<file path="src/rtl/lsu_wb_master.sv">
// rtl/lsu_wb_master.sv - Wishbone B4 classic master behind the LSU, one transfer at a time
module lsu_wb_master #(
    parameter int unsigned TIMEOUT_CYCLES = 255,
    parameter int unsigned CNT_W          = 8
) (
    input  logic        clk_i,
    input  logic        rst_i,
    input  logic [31:0] lsu_addr_i,
    input  logic [31:0] lsu_dat_i,
    input  logic [3:0]  lsu_sel_i,
    input  logic        lsu_we_i,
    input  logic        lsu_re_i,
    output logic [31:0] lsu_dat_o,
    output logic        lsu_stall_o,
    output logic        lsu_done_o,
    output logic        lsu_err_o,
    output logic [31:0] wbm_adr_o,
    output logic [31:0] wbm_dat_o,
    output logic [3:0]  wbm_sel_o,
    output logic        wbm_we_o,
    output logic        wbm_cyc_o,
    output logic        wbm_stb_o,
    input  logic [31:0] wbm_dat_i,
    input  logic        wbm_ack_i,
    input  logic        wbm_err_i
);

    typedef enum logic [1:0] {
        S_IDLE,
        S_BUSY,
        S_DONE
    } state_e;

    state_e      state_q, state_d;
    logic [31:0] adr_q, adr_d;
    logic [31:0] dat_q, dat_d;
    logic [3:0]  sel_q, sel_d;
    logic        we_q, we_d;
    logic        cyc_q, cyc_d;
    logic        err_q, err_d;
    logic [CNT_W-1:0] cnt_q, cnt_d;
    logic [31:0] rdat_q, rdat_d;

    logic req;
    logic timeout_hit;

    assign req         = lsu_we_i | lsu_re_i;
    // A zero TIMEOUT_CYCLES turns the abort path off entirely.
    assign timeout_hit = (TIMEOUT_CYCLES != 0) && (cnt_q == CNT_W'(TIMEOUT_CYCLES - 1));

    always_ff @(posedge clk_i) begin
        if (!rst_i) begin
            state_q <= S_IDLE;
            adr_q   <= '0;
            dat_q   <= '0;
            sel_q   <= '0;
            we_q    <= 1'b0;
            cyc_q   <= 1'b0;
            err_q   <= 1'b0;
            cnt_q   <= '0;
            rdat_q  <= '0;
        end else begin
            state_q <= state_d;
            adr_q   <= adr_d;
            dat_q   <= dat_d;
            sel_q   <= sel_d;
            we_q    <= we_d;
            cyc_q   <= cyc_d;
            err_q   <= err_d;
            cnt_q   <= cnt_d;
            rdat_q  <= rdat_d;
        end
    end

    always_comb begin
        state_d = state_q;
        adr_d   = adr_q;
        dat_d   = dat_q;
        sel_d   = sel_q;
        we_d    = we_q;
        cyc_d   = cyc_q;
        err_d   = err_q;
        cnt_d   = cnt_q;
        rdat_d  = rdat_q;
        unique case (state_q)
            S_IDLE: begin
                if (req) begin
                    adr_d   = lsu_addr_i;
                    dat_d   = lsu_dat_i;
                    we_d    = lsu_we_i;
                    // A read with no lanes selected still fetches the whole word.
                    sel_d   = (!lsu_we_i && lsu_sel_i == 4'h0) ? 4'hF : lsu_sel_i;
                    cyc_d   = 1'b1;
                    cnt_d   = '0;
                    err_d   = 1'b0;
                    state_d = S_BUSY;
                end
            end
            S_BUSY: begin
                cnt_d = cnt_q + CNT_W'(1);
                if (cyc_q && wbm_err_i) begin
                    cyc_d   = 1'b0;
                    err_d   = 1'b1;
                    state_d = S_DONE;
                end else if (cyc_q && wbm_ack_i) begin
                    if (!we_q) begin
                        rdat_d = wbm_dat_i;
                    end
                    cyc_d   = 1'b0;
                    err_d   = 1'b0;
                    state_d = S_DONE;
                end else if (timeout_hit) begin
                    cyc_d   = 1'b0;
                    err_d   = 1'b1;
                    state_d = S_DONE;
                end
            end
            S_DONE: begin
                state_d = S_IDLE;
            end
            default: begin
                state_d = S_IDLE;
            end
        endcase
    end

    assign lsu_stall_o = ((state_q == S_IDLE) && req) || (state_q == S_BUSY);
    assign lsu_done_o  = (state_q == S_DONE);
    assign lsu_err_o   = (state_q == S_DONE) && err_q;
    assign lsu_dat_o   = rdat_q;
    assign wbm_adr_o   = adr_q;
    assign wbm_dat_o   = dat_q;
    assign wbm_sel_o   = sel_q;
    assign wbm_we_o    = we_q;
    assign wbm_cyc_o   = cyc_q;
    assign wbm_stb_o   = cyc_q;

endmodule

</file>
<file path="config.mk">
export PLATFORM = sky130hd
export DESIGN_NAME = lsu_wb_master
export DESIGN_NICKNAME = d
export VERILOG_FILES = /design/src/rtl/lsu_wb_master.sv
export SDC_FILE = /design/constraint.sdc
export NUM_CORES = 1
export LEC_CHECK = 0
export CAP_MARGIN = 20
export CELL_PAD_IN_SITES_DETAIL_PLACEMENT = 1
export CELL_PAD_IN_SITES_GLOBAL_PLACEMENT = 2
export CORE_AREA = 4 4 143 145
export CTS_BUF_LIST = sky130_fd_sc_hd__clkbuf_8
export CTS_CLUSTER_SIZE = 40
export DETAILED_ROUTE_END_ITERATION = 12
export DIE_AREA = 0 0 147 149
export HOLD_SLACK_MARGIN = 0.02
export PLACE_DENSITY_LB_ADDON = 0.1
export SYNTH_ARGS = -nofsm -noshare
export SYNTH_HDL_FRONTEND = slang
export SYNTH_SLANG_ARGS = --single-unit
</file>
<file path="constraint.sdc">
create_clock -name clk_i -period 1.65 [get_ports clk_i]
set_input_delay 0.4125 -clock clk_i [delete_from_list [all_inputs] [get_ports clk_i]]
set_output_delay 0.4125 -clock clk_i [all_outputs]
set_load 0.01 [all_outputs]
</file>
==> out/metrics.yaml, run 1 <==
floorplanning:
  core_area_um2: 19200
  dieWidth_um: 147
  die_y_um: 149
  io_pins: 212
  dieArea_um2: 21900
  start_util_pct: 22.8
  rows: 51
synthesis:
  synth-main-ff-cell: "dfxtp_1"
  yosysWarningCount: 0
  synthTopCellsByArea: "dfxtp_1 (52%), nand2_1 (17%), a21boi_1 (8.8%)"
  synth_seq_area_share_pct: 51.7
  synth_edf_count: 0
  synth_top_area_share_pct: 51.7
  synthesis.area_um2: 4370
  synth_async_sr_flop_share_pct: 0
  synth_cell_types: 35
  synth.cells.most_frequent: "nand2_1 (199), dfxtp_1 (113), a21boi_1 (51)"
  syn_area_per_cell_um2: 8.59
  synth_largest_area_cell: "dfxtp_1"
  yosysMostFrequentCell: "nand2_1"
  netlist_instances: 509
  ys_seq_elements: 113
  syn_nets: 617
critical_path:
  critPathKind: "reg -> out"
  path_max_fanout: 5
  critPathLaunchType: "flip-flop"
  cp.required_ns: 1.24
  crit_chain: "buf_4 -> nor2_2 -> buf_2"
  arrival_ns: 1.18
  slowest_stage: "dfxtp_2"
  crit_path_end_kind: "output pin"
  cp_slowest_stage_delay_ns: 0.32
layout:
  fin_util_pct: 37.5
  nFillCells: 2262
  drive_gt1_share_pct: 10.3
  n_antenna_cell: 0
  nNetsFinal: 840
  area.growth.synth_to_final_pct: 64.7
placement:
  hpwl_mm: 11.0
  pre_cts_ws_ns: -0.597
  gp_congestion: 0.737
  port_buffers: 211
clock_network:
  cts_max_path_buffers: 2
  cts_sinks: 113
  path_clk_slew_ns: 0.07
  htreeDepth: 4
  cts-root-buf: "clkbuf_8"
  clock_latency_ns: 0.42
  cts_tree: "yes"
  numCtsBuffers: 17
  cts_hold_buffers: 0
detailed_routing:
  route.detailed.drc: 0
  drtPass1Iterations: 4
  routedWlPerCell_um: 15.4
  via_count: 4250
  totalWireLength_mm: 15.6
  ant_nets: 0
  drt_iter0_markers: 105
  via_per_inst: 4.21
timing:
  clock.fmax_mhz: 628
  timing.final.ws_setup_ns: 0.0570
  hold_viol: 0
  skew_ns: 0.00844
  relSlewSlack_pct: 75.2
  tightest_slew_ns: 0.370
  min_period_ns: 1.59
  period_share_pct: 96.5
  finalMaxSlewViolations: 0
  rsz0062_at_grt: "yes"
  setup_viol: 0
grt:
  grt_max_degree: 60
  antenna_found_initial: 1
  first_global_vias: 4478
  grt_pass1_wl_mm: 23.9
  overflow: 0
  grt_use_total_pct: 13.8
run_status:
  status: "finished, final reports clean"
power:
  leakage_nw: 3.13
  vdd_drop_max_mv: 0.406
  power_density_nw_per_um2: 947
run:
  maxCapViolCount: 0
hold_path:
  hold_class: "reg -> reg"
## cells in the final DEF (no fill, tap or decap), types with 4 or more instances in the layout
| cell type | n |
|---|---|
| clkbuf_8 | 19 |
| nand3_1 | 7 |
| buf_2 | 4 |
| dlygate4sd2_1 | 105 |
| clkinvlp_4 | 5 |
| a21boi_0 | 48 |
| clkdlybuf4s50_1 | 102 |
| dfxtp_1 | 111 |
| buf_12 | 6 |
| and2_1 | 4 |
| o221a_2 | 4 |
| nand2_1 | 199 |
| a21boi_1 | 52 |
| o21ai_0 | 9 |
| clkinv_2 | 4 |
| nor2_1 | 4 |
| buf_4 | 19 |
## per-stage QoR
stage | total power [W] | cells | hold slack (ns) | cell area [um2] | setup TNS (ns)
3_5_place_dp | 0.00457 | 975 | 0.445 | 6890 | -26.98
3_3_place_gp | 0.00454 | 975 | 0.439 | 6890 | -21.56
5_1_grt | 0.00723 | 1009 | 0.475 | 7200 | -0.195
4_1_cts | 0.00691 | 1006 | 0.453 | 7120 | -0.0283
6_report | 0.00682 | 1009 | 0.450 | 7200 | 0
2_1_floorplan | 0.00367 | 509 | 0.433 | 4370 | 0
## power by group
part	internal, W	total [W]	switching, W	leakage (nW)
Sequential	0.00292	0.00302	0.0000980	0.926
Combinational	0.000719	0.00141	0.000693	2.02
Clock	0.00124	0.00239	0.00116	0.178
Total	0.00488	0.00682	0.00195	3.13
## layout make-up
class,count,area [um2],area share [%]
Timing Repair Buffer,239,2280,31.7
Sequential cell,113,2270,31.5
Multi-Input combinational cell,360,1960,27.2
Tap cell,265,332,4.60
Clock buffer,19,262,3.63
Clock inverter,12,95.1,1.32
Inverter,1,3.75,0.0521
## sequential cells by signal, indices dropped and copies added (netlist names)
register   cells
wbm_we_o       1
wbm_sel_o      4
err_q          1
wbm_adr_o     32
wbm_dat_o     32
state_q        2
lsu_dat_o     32
cnt_q          8
wbm_cyc_o      1
## per-layer routing
| layer | track usage, % | wire length, um | vias up |
|---|---|---|---|
| li1 | - | - | 2116 |
| met1 | 16.4 | 6790 | 1978 |
| met2 | 22.2 | 7280 | 135 |
| met3 | 6.02 | 1210 | 19 |
| met4 | 5.27 | 267 | 2 |
| met5 | 0 | 13 | - |
## worst paths after layout
check / startpoint / to / slack (ns) / cells after the start
worst min-delay path: lsu_dat_o[19]$_SDFFE_PN0P_ / lsu_dat_o[19]$_SDFFE_PN0P_ / 0.45 / 2
worst max register to register: state_q[0]$_SDFFE_PN0P_ / wbm_dat_o[18]$_SDFFE_PN0P_ / 0.06 / 7
worst max-delay path: state_q[1]$_SDFFE_PN0P_ / lsu_stall_o / 0.06 / 3
worst min register to register: lsu_dat_o[19]$_SDFFE_PN0P_ / lsu_dat_o[19]$_SDFFE_PN0P_ / 0.45 / 2
## cells by family (layout without fill, tap and decap cells)
group / Yosys count / count (layout) / share of synthesized area [%]
multiplexers: 3 / 3 / 0.687
flip-flops: 113 / 113 / 51.7
AO/OA/AOI/OAI: 122 / 122 / 20.7
adder cells (fa/ha/maj): 2 / 2 / 0.572
buffers and inverters: 36 / 271 / 4.46
AND/OR/NAND/NOR: 233 / 233 / 21.8
## repair_timing
action / 4_1_cts / 5_1_grt
cloned: 0 / 2
pin swaps: 1 / 2
setup endpoints to repair: 106 / 39
setup buffers: 0 / 1
resized for setup: 125 / 4
## worst max-delay path, delay by kind of cell (launching register included)
kind                   cells  cell delay [ns]
AND/OR/NAND/NOR            1             0.14
flip-flops                 1             0.32
buffers and inverters      2             0.29
No activity file was read; power rests on OpenSTA's default activity.
==> inputs of run 2 (changes only) <==
--- a/config.mk
+++ b/config.mk
@@ -6,13 +6,13 @@
 export NUM_CORES = 1
 export LEC_CHECK = 0
 export CAP_MARGIN = 20
-export CELL_PAD_IN_SITES_DETAIL_PLACEMENT = 1
-export CELL_PAD_IN_SITES_GLOBAL_PLACEMENT = 2
-export CORE_AREA = 4 4 143 145
+export CELL_PAD_IN_SITES_DETAIL_PLACEMENT = 0
+export CELL_PAD_IN_SITES_GLOBAL_PLACEMENT = 1
+export CORE_AREA = 4 4 126 128
 export CTS_BUF_LIST = sky130_fd_sc_hd__clkbuf_8
 export CTS_CLUSTER_SIZE = 40
 export DETAILED_ROUTE_END_ITERATION = 12
-export DIE_AREA = 0 0 147 149
+export DIE_AREA = 0 0 130 132
 export HOLD_SLACK_MARGIN = 0.02
 export PLACE_DENSITY_LB_ADDON = 0.1
 export SYNTH_ARGS = -nofsm -noshare
==> run 2 against run 1 <==
Critical path depth unchanged. Maximum frequency up 1.3%. Combinational power is essentially flat. Clock power decreased by 11%. Sequential share of layout area is 0.60 points higher. Setup slack better by 0.021 ns. Die area fell by 22%. Non-clock buffer count up 1. Critical path type unchanged.
==> out/metrics.yaml, run 2 (synthesis results as in run 1) <==
clock_network:
  cts_sinks: 113
  cts_max_path_buffers: 2
  numCtsBuffers: 17
  cts_tree: "yes"
  path_clk_slew_ns: 0.07
  cts-root-buf: "clkbuf_8"
  clock_latency_ns: 0.43
  htreeDepth: 4
  cts_hold_buffers: 0
grt:
  grt_use_total_pct: 15.4
  grt_max_degree: 62
  antenna_found_initial: 0
  grt_pass1_wl_mm: 20.9
  overflow: 0
  first_global_vias: 4109
power:
  p_comb_share_pct: 21.1
  leakage_nw: 3.15
  p_sw_share_pct: 27.8
  power_density_nw_per_um2: 924
  power_w: 0.00653
  internal_power_w: 0.00472
  p_sw_w: 0.00181
  seqPwrFrac_pct: 46.3
  pwr-share-clk_pct: 32.6
  vdd_drop_max_mv: 0.395
timing:
  min_period_ns: 1.57
  period_share_pct: 95.3
  rsz0062_at_grt: "yes"
  worst_hold_slack_ns: 0.340
  hold_viol: 0
  finalMaxSlewViolations: 0
  tightest_slew_ns: 0.412
  clock.fmax_mhz: 636
  skew_ns: 0.00681
  relSlewSlack_pct: 72.5
  setup_viol: 0
layout:
  layout_commonest_cell: "nand2_1"
  drive_gt1_share_pct: 9.79
  area.growth.synth_to_final_pct: 61.7
  final_cell_mix: "nand2_1 (199), dfxtp_1 (111), dlygate4sd2_1 (105), clkdlybuf4s50_1 (102), a21boi_1 (53)"
  nNetsFinal: 841
  fin_util_pct: 47.6
  final-instance-count-excl-fill: 934
  n_antenna_cell: 0
floorplanning:
  die_y_um: 132
  start_util_pct: 29.4
  dieWidth_um: 130
  core_area_um2: 14900
  dieArea_um2: 17200
  rows: 45
  io_pins: 212
critical_path:
  critPathKind: "reg -> out"
  cp_slowest_stage_delay_ns: 0.35
  cp.required_ns: 1.24
  rrSetupSlack_ns: 0.10
  slowest_stage: "dfxtp_2"
  crit_path_end_kind: "output pin"
  arrival_ns: 1.16
  crit_chain: "nor2b_4 -> and2_1 -> buf_2"
  path_max_fanout: 3
  critPathLaunchType: "flip-flop"
detailed_routing:
  route.detailed.drc: 0
  drt_iter0_markers: 196
  ant_nets: 0
  routedWlPerCell_um: 14.2
  via_count: 4136
  totalWireLength_mm: 13.2
  drtPass1Iterations: 4
  via_per_inst: 4.43
placement:
  place_inst: 901
  hpwl_mm: 9.63
  gp_congestion: 0.757
  port_buffers: 211
run:
  maxCapViolCount: 0
run_status:
  status: "finished, final reports clean"
hold_path:
  hold_class: "in -> reg"
## run 2: repair_timing
action                     4_1_cts  5_1_grt
pin swaps                        1        2
buffers inserted                 1        0
setup endpoints to repair      106        7
resized for setup              120        6
## run 2: final cells by class
type / count / area (um2)
Clock buffer: 19 / 262
Inverter: 1 / 3.75
Timing Repair Buffer: 240 / 2290
Tap cell: 188 / 235
Clock inverter: 13 / 57.6
Fill cell: 1487 / 7790
Sequential cell: 113 / 2270
Multi-Input combinational cell: 360 / 1950
## run 2: metal layers
metal	GRT usage [%]	vias to the layer above	wire, um
met5	0	-	0
met2	24.1	146	5970
met1	18.5	1854	5710
li1	-	2124	-
met4	5.25	0	178
met3	7.33	12	1380
## run 2: worst max-delay path, delay by kind of cell, from the launching register on
family	cells	cell delay, ns
simple gates	2	0.26
buf+inv	1	0.12
flops	1	0.35
## run 2: power by group through the flow
stage / sequential, W / clock [W] / combinational, W
floorplan: 0.00317 / 0 / 0.000504
global placement: 0.00308 / 0 / 0.00151
detailed placement: 0.00309 / 0 / 0.00153
CTS: 0.00302 / 0.00225 / 0.00141
global route: 0.00305 / 0.00237 / 0.00152
finish: 0.00302 / 0.00213 / 0.00138
## run 2: path summary, 6_finish.rpt
path	from	to	cells after the start
hold / removal	rst_i	wbm_dat_o[30]$_SDFFE_PN0P_	2
hold reg to reg	lsu_dat_o[29]$_SDFFE_PN0P_	lsu_dat_o[29]$_SDFFE_PN0P_	2
setup reg to reg	state_q[1]$_SDFFE_PN0P_	lsu_dat_o[31]$_SDFFE_PN0P_	6
setup / recovery	state_q[1]$_SDFFE_PN0P_	lsu_err_o	3
## run 2: per-stage QoR
step                      area, um2  setup WS (ns)  TNS [ns]
after floorplan                4370          0.249         0
after global placement         6860         -0.581    -21.44
after detailed placement       6860         -0.553    -23.96
after CTS                      7070        -0.0827   -0.0827
after global routing           7070        -0.0183   -0.0284
final                          7070         0.0781         0
